[config.mk]
export PLATFORM = sky130hd
export DESIGN_NAME = image_resize_line_reader
export DESIGN_NICKNAME = d
export VERILOG_FILES = /design/src/rtl/image_resize_line_reader.sv
export SDC_FILE = /design/constraint.sdc
export NUM_CORES = 1
export LEC_CHECK = 0
export ABC_AREA = 1
export CAP_MARGIN = 30
export CORE_MARGIN = 2
export CORE_UTILIZATION = 58
export DETAILED_ROUTE_END_ITERATION = 8
export DONT_BUFFER_PORTS = 1
export PLACE_DENSITY_LB_ADDON = 0.08
export SETUP_SLACK_MARGIN = 0.2
export SLEW_MARGIN = 10
export SYNTH_ARGS = -nofsm -noshare
export SYNTH_HDL_FRONTEND = slang
export SYNTH_SLANG_ARGS = --single-unit
[constraint.sdc]
create_clock -name rd_clk -period 3.71 [get_ports rd_clk]
set_input_delay 0.742 -clock rd_clk [delete_from_list [all_inputs] [get_ports rd_clk]]
set_output_delay 0.742 -clock rd_clk [all_outputs]
set_load 0.02 [all_outputs]
[src/rtl/image_resize_line_reader.sv]
// Line-buffer read side for nearest-neighbour horizontal resize.
// Walks one source line at a fixed-point step and streams dst_len pixels.
//
// Ports:
//   rd_clk, rd_rst_n             clock and async active-low reset
//   start, base_addr, src_len,   line request, latched when idle
//   dst_len, step
//   busy, done                   line in progress / end-of-line pulse
//   ram_rd_addr, ram_rd_data     SDP RAM read port (1-cycle latency)
//   m_valid, m_ready, m_data,    output pixel stream
//   m_last
module image_resize_line_reader #(
    parameter int ADDR_WIDTH = 11,
    parameter int DATA_WIDTH = 24,
    parameter int FRAC_WIDTH = 8,
    parameter int LEN_WIDTH  = 12
) (
    input  logic                           rd_clk,
    input  logic                           rd_rst_n,
    input  logic                           start,
    input  logic [ADDR_WIDTH-1:0]          base_addr,
    input  logic [LEN_WIDTH-1:0]           src_len,
    input  logic [LEN_WIDTH-1:0]           dst_len,
    input  logic [ADDR_WIDTH+FRAC_WIDTH-1:0] step,
    output logic                           busy,
    output logic                           done,
    output logic [ADDR_WIDTH-1:0]          ram_rd_addr,
    input  logic [DATA_WIDTH-1:0]          ram_rd_data,
    output logic                           m_valid,
    input  logic                           m_ready,
    output logic [DATA_WIDTH-1:0]          m_data,
    output logic                           m_last
);

    localparam int SW = ADDR_WIDTH + FRAC_WIDTH;
    localparam int AW = SW + 1;
    localparam int IW = (ADDR_WIDTH + 1 > LEN_WIDTH) ? ADDR_WIDTH + 1 : LEN_WIDTH;

    typedef enum logic [1:0] {
        S_IDLE,
        S_RUN,
        S_DRAIN
    } state_t;

    state_t                  state_q, state_d;
    logic [ADDR_WIDTH-1:0]   base_q, base_d;
    logic [LEN_WIDTH-1:0]    src_q, src_d;
    logic [LEN_WIDTH-1:0]    dst_q, dst_d;
    logic [SW-1:0]           step_q, step_d;
    logic [AW-1:0]           acc_q, acc_d;
    logic [LEN_WIDTH-1:0]    iss_q, iss_d;
    logic [ADDR_WIDTH-1:0]   addr_q, addr_d;
    logic                    avld_q, avld_d;
    logic                    alast_q, alast_d;
    logic                    rvld_q, rvld_d;
    logic                    rlast_q, rlast_d;
    logic                    done_q, done_d;
    logic [DATA_WIDTH:0]     fifo_q [2];
    logic [DATA_WIDTH:0]     fifo_d [2];
    logic                    wp_q, wp_d;
    logic                    rp_q, rp_d;
    logic [1:0]              cnt_q, cnt_d;

    logic                    pop;
    logic                    push;
    logic [2:0]              occ;
    logic                    can_issue;
    logic [IW-1:0]           acc_int;
    logic [IW-1:0]           src_m1;
    logic [IW-1:0]           idx;
    logic [ADDR_WIDTH-1:0]   rd_addr_calc;
    logic [AW:0]             acc_sum;
    logic [AW-1:0]           acc_next;
    logic [LEN_WIDTH-1:0]    iss_inc;

    assign m_valid     = (cnt_q != 2'd0);
    assign m_data      = fifo_q[rp_q][DATA_WIDTH-1:0];
    assign m_last      = fifo_q[rp_q][DATA_WIDTH];
    assign busy        = (state_q != S_IDLE);
    assign done        = done_q;
    assign ram_rd_addr = addr_q;

    assign pop  = m_valid & m_ready;
    // The returned word waits on ram_rd_data when the FIFO is full; the
    // address is held then, so the RAM keeps presenting the same word.
    assign push = rvld_q & ((cnt_q != 2'd2) | pop);

    // Address stage + data stage + FIFO may hold at most three beats in total;
    // that bound makes a waiting data-stage word impossible while a newer
    // address is on the bus, and still allows one read per cycle.
    assign occ       = 3'(cnt_q) + 3'(avld_q) + 3'(rvld_q) - 3'(pop);
    assign can_issue = (occ < 3'd3);

    assign acc_int      = IW'(acc_q >> FRAC_WIDTH);
    assign src_m1       = IW'(src_q) - IW'(1);
    assign idx          = (acc_int < src_m1) ? acc_int : src_m1;
    assign rd_addr_calc = base_q + ADDR_WIDTH'(idx);
    assign acc_sum      = {1'b0, acc_q} + (AW+1)'(step_q);
    assign acc_next     = acc_sum[AW] ? '1 : acc_sum[AW-1:0];
    assign iss_inc      = iss_q + LEN_WIDTH'(1);

    always_comb begin
        state_d = state_q;
        base_d  = base_q;
        src_d   = src_q;
        dst_d   = dst_q;
        step_d  = step_q;
        acc_d   = acc_q;
        iss_d   = iss_q;
        addr_d  = addr_q;
        avld_d  = 1'b0;
        alast_d = 1'b0;
        done_d  = 1'b0;
        fifo_d  = fifo_q;
        wp_d    = wp_q;
        rp_d    = rp_q;
        cnt_d   = cnt_q + 2'(push) - 2'(pop);
        rvld_d  = avld_q | (rvld_q & ~push);
        rlast_d = avld_q ? alast_q : rlast_q;

        if (pop) begin
            rp_d = ~rp_q;
        end
        if (push) begin
            fifo_d[wp_q] = {rlast_q, ram_rd_data};
            wp_d         = ~wp_q;
        end

        unique case (state_q)
            S_IDLE: begin
                if (start) begin
                    base_d = base_addr;
                    src_d  = src_len;
                    dst_d  = dst_len;
                    step_d = step;
                    if (dst_len == '0) begin
                        done_d = 1'b1;
                    end else begin
                        // First read goes out on the start edge (acc = 0).
                        addr_d  = base_addr;
                        acc_d   = AW'(step);
                        iss_d   = LEN_WIDTH'(1);
                        avld_d  = 1'b1;
                        alast_d = (dst_len == LEN_WIDTH'(1));
                        state_d = alast_d ? S_DRAIN : S_RUN;
                    end
                end
            end
            S_RUN: begin
                if (can_issue) begin
                    addr_d  = rd_addr_calc;
                    acc_d   = acc_next;
                    iss_d   = iss_inc;
                    avld_d  = 1'b1;
                    alast_d = (iss_inc == dst_q);
                    if (alast_d) begin
                        state_d = S_DRAIN;
                    end
                end
            end
            S_DRAIN: begin
                if (pop & m_last) begin
                    state_d = S_IDLE;
                    done_d  = 1'b1;
                end
            end
            default: state_d = S_IDLE;
        endcase
    end

    always_ff @(posedge rd_clk or negedge rd_rst_n) begin
        if (!rd_rst_n) begin
            state_q <= S_IDLE;
            base_q  <= '0;
            src_q   <= '0;
            dst_q   <= '0;
            step_q  <= '0;
            acc_q   <= '0;
            iss_q   <= '0;
            addr_q  <= '0;
            avld_q  <= 1'b0;
            alast_q <= 1'b0;
            rvld_q  <= 1'b0;
            rlast_q <= 1'b0;
            done_q  <= 1'b0;
            wp_q    <= 1'b0;
            rp_q    <= 1'b0;
            cnt_q   <= '0;
            for (int i = 0; i < 2; i++) begin
                fifo_q[i] <= '0;
            end
        end else begin
            state_q <= state_d;
            base_q  <= base_d;
            src_q   <= src_d;
            dst_q   <= dst_d;
            step_q  <= step_d;
            acc_q   <= acc_d;
            iss_q   <= iss_d;
            addr_q  <= addr_d;
            avld_q  <= avld_d;
            alast_q <= alast_d;
            rvld_q  <= rvld_d;
            rlast_q <= rlast_d;
            done_q  <= done_d;
            wp_q    <= wp_d;
            rp_q    <= rp_d;
            cnt_q   <= cnt_d;
            for (int i = 0; i < 2; i++) begin
                fifo_q[i] <= fifo_d[i];
            end
        end
    end

endmodule

==> results by group <==
Worst setup path
  – Setup crit end kind: flip-flop
  – CP most frequent cell: nor2_2
  – Worst r2r src: src_q[1]
  – Startpoint types: flip-flop
  – R2R Setup Slk: -0.33 ns
  – CP arrival: about 4.4 ns
  – Critical Path RT: 4.04 ns
  – Crit Path Category: flip-flop to flip-flop
  – Slowest CP cell: dfrtp_1
  – Worst path max stage delay: 0.39 ns
  – R2r worst-path depth: 26
  – FF-to-FF End: ram_rd_addr[9]
  – CP Max Fanout: 6

Logic synthesis
  – Post-synth cell types: 43
  – Asr flop ratio synth: 100%
  – Synth top area cells: dfrtp_1 (43%), nand2_1 (14%), o21ai_0 (6.5%), ha_1 (6.3%), inv_1 (4.8%)
  – Syn_nets: 1328
  – Post-synthesis sequential area ratio: between 40 and 50%
  – Yosys warning count: 0
  – Mapped cell area: 9300 um^2
  – Synth top area share: 42.5%
  – Cell count after synthesis: 1195
  – Synthesis-stage register bit count: 158
  – EDFF count, synth: 0
  – Area leader, netlist: dfrtp_1
  – Primary FF master, synth: dfrtp_1
  – Syn avg cell area: between 7 and 8 um^2

Clock network
  – H-tree levels: 4
  – Worst-path clk slew: around 0.070 ns
  – TritonCTS clock tree: done
  – Total CTS buffers: 17
  – Root Buffer: clkbuf_16
  – Worst-Skew Late Latency: 0.44 ns
  – CTS max path bufs: 2
  – CTS Sinks: 158

STA
  – Final setup viols: 10
  – Max Fclk: about 250 MHz
  – Max transition margin: 44.0%
  – Worst setup margin: -0.328 ns
  – Clock Skew: 0.0111 ns
  – Total negative setup slack: -1.99 ns
  – Max Slew Vio Count: 0
  – Slew @ Worst Pin: 0.840 ns
  – Post-route minimum period: 4.04 ns
  – RSZ-0062 raised after global routing: true
  – Fin. Hold Viols: 0
  – Final Cycle Share: 109%

Global routing
  – Largest net degree at the start of global routing: 96
  – First-pass GRT wire length: 37.7 mm
  – Initial antenna violation count: 0
  – GRT Total Usage: 28.3%
  – Vias in the first global route: roughly 7600
  – Congestion Overflow GR: 0

Floorplanning
  – Core area: 15800 um^2
  – Row Count: 46
  – Die Y: 131 um
  – Die ar.: 17100 um^2
  – I/O pin cnt: 121
  – Initial core utilization: 59.0%
  – Die width: ~130 um

Placed design
  – Hpwl dp: between 15 and 20 mm
  – IO Port Bufs: 0
  – Post-DP Area: 9570 um^2
  – RePlAce Congestion: 0.962

Routing
  – Vias/cell: 5.62
  – Detail-routed net length per standard cell: 17.1 um
  – Final WL: 25.2 mm
  – Drt pass-1 iters: 7
  – Via Count: 8278
  – Final ANT Viol Nets: 0
  – DRC viols: 0
  – Drt initial violations: 719

Power
  – Switching Share: 31.6%
  – Psw: 1.41 mW
  – Comb power frac: 16.5%
  – Worst IR Drop VDD: roughly 0.41 mV
  – Pwr Density: 399 nW/um^2
  – Leak Pwr: around 5.6 nW
  – Internal Pwr Total: 3.05 mW
  – Sequential Power Share: roughly 42%
  – Clk network pwr share: 41.3%

Hold path
  – Worst min-delay path category: input port to async pin

Outcome
  – Outcome: finished with violations
  – Failing checks: setup timing

Final layout
  – Area Growth Syn to Fin: 20.4%
  – Share of layout cells above drive strength 1: 19.3%
  – Final instance area: roughly 11000 um^2
  – Diodes inserted: 0
  – Fin nets: 1377

Flow run
  – MaxCap Viol Count: 0
==> routing by layer <==
| layer | vias to the layer above | GRT usage, % | wire (um) |
|---|---|---|---|
| met5 | - | 0 | 0 |
| met1 | 3875 | 38.4 | 11100 |
| li1 | 4002 | - | - |
| met2 | 323 | 46.0 | 11700 |
| met4 | 0 | 8.82 | 762 |
| met3 | 78 | 5.90 | 1630 |
==> metrics by stage <==
stage | utilization [%] | total power [mW] | hold WS, ns | cells | worst slack, ns
3_3_place_gp | 60.7 | 2.58 | 0.450 | 1389 | 0.00743
4_1_cts | 67.7 | 4.48 | 0.125 | 1458 | -0.0628
5_1_grt | 71.0 | 4.66 | 0.128 | 1473 | -0.583
6_report | 71.0 | 4.46 | 0.127 | 1473 | -0.328
3_5_place_dp | 60.7 | 2.60 | 0.450 | 1389 | -0.110
2_1_floorplan | - | 2.47 | 0.430 | 1195 | 0.224
==> flip-flops by register name (all words and copies together) (netlist names) <==
| signal | cells |
|---|---|
| fifo_q | 50 |
| acc_q | 20 |
| step_q | 19 |
| dst_q | 12 |
| iss_q | 12 |
| src_q | 12 |
| base_q | 11 |
| ram_rd_addr | 11 |
| cnt_q | 2 |
| state_q | 2 |
| alast_q | 1 |
| avld_q | 1 |
| done | 1 |
| rlast_q | 1 |
| rp_q | 1 |
| rvld_q | 1 |
| wp_q | 1 |
==> cell usage after synthesis, types with 4 or more instances <==
| cell | count |
|---|---|
| a21o_1 | 4 |
| a21oi_1 | 53 |
| a21oi_2 | 13 |
| buf_2 | 9 |
| clkbuf_1 | 26 |
| dfrtp_1 | 158 |
| fa_1 | 4 |
| ha_1 | 47 |
| inv_1 | 118 |
| inv_2 | 4 |
| mux2_2 | 21 |
| nand2_1 | 358 |
| nand3_1 | 67 |
| nand3b_1 | 9 |
| nand4_1 | 14 |
| nor2_1 | 73 |
| nor2_2 | 4 |
| nor3_1 | 6 |
| o21ai_0 | 120 |
| o21ai_1 | 18 |
| o22ai_1 | 5 |
| xnor2_1 | 9 |
| xor2_1 | 22 |
==> worst max-delay path by stage <==
| stage | startpoint | endpoint | slack, ns | cells after the start |
|---|---|---|---|---|
| 3_5_place_dp | src_q[2] | ram_rd_addr[10] | -0.11 | 27 |
| 4_1_cts | src_q[2] | ram_rd_addr[8] | -0.06 | 26 |
| 5_1_grt | src_q[1] | ram_rd_addr[9] | -0.58 | 26 |
| 6_report | src_q[1] | ram_rd_addr[9] | -0.33 | 26 |
| 3_3_place_gp | src_q[2] | ram_rd_addr[5] | 0.007 | 24 |
| 2_1_floorplan | src_q[2] | ram_rd_addr[8] | 0.22 | 26 |
==> cells in the final DEF, fill, tap and decap left out, drive strengths merged, types with 9 or more instances in the layout <==
| cell type | netlist | routed |
|---|---|---|
| a21oi | 66 | 66 |
| buf | 14 | 69 |
| clkbuf | 26 | 19 |
| dfrtp | 158 | 158 |
| ha | 47 | 47 |
| inv | 123 | 130 |
| mux2 | 21 | 21 |
| nand2 | 360 | 360 |
| nand3 | 67 | 67 |
| nand3b | 9 | 9 |
| nand4 | 14 | 14 |
| nor2 | 80 | 80 |
| o21ai | 141 | 141 |
| xnor2 | 9 | 9 |
| xor2 | 22 | 22 |
==> critical path, delay by kind of cell (launching register included) <==
kind	cells	cell delay, ns
fa+ha+maj	2	0.58
xor+xnor	1	0.16
buf+inv	1	0.14
simple gates	18	1.95
compound gates	4	0.73
flops	1	0.39
==> power by group through the flow <==
| stage | clock network (mW) | registers [mW] | logic, mW |
|---|---|---|---|
| 3_5_place_dp | 0 | 1.92 | 0.680 |
| 5_1_grt | 1.94 | 1.90 | 0.823 |
| 3_3_place_gp | 0 | 1.91 | 0.669 |
| 4_1_cts | 1.86 | 1.88 | 0.732 |
| 2_1_floorplan | 0 | 1.90 | 0.568 |
| 6_report | 1.84 | 1.88 | 0.735 |
==> repair_timing <==
action,in CTS,in global routing
setup endpoints to repair,9,11
gates resized for setup,40,72
pin swaps,30,57
cloned,2,1
hold buffers,3,0
endpoints found under the hold margin,95,0
buffers inserted,32,14
==> area by class of cell <==
cell class                      count  area (um^2)
Clock buffer                       18          439
Clock inverter                     14          178
Fill cell                        1278         4580
Inverter                          123          464
Multi-Input combinational cell    874         5200
Sequential cell                   158         3950
Tap cell                          216          270
Timing Repair Buffer               70          683
==> kinds of logic (layout without fill, tap and decap cells) <==
group / count (synthesis) / after routing / synth area share, %
muxes: 21 / 21 / 2.54
DFF: 158 / 158 / 42.5
AOI/OAI and AO/OA: 231 / 231 / 13.8
buffers and inverters: 163 / 225 / 6.89
adders and majority gates: 51 / 51 / 7.19
xor gates and xnor gates: 31 / 31 / 2.92
and+or+nand+nor: 540 / 540 / 24.1
Power figures use the tool's default switching activity.
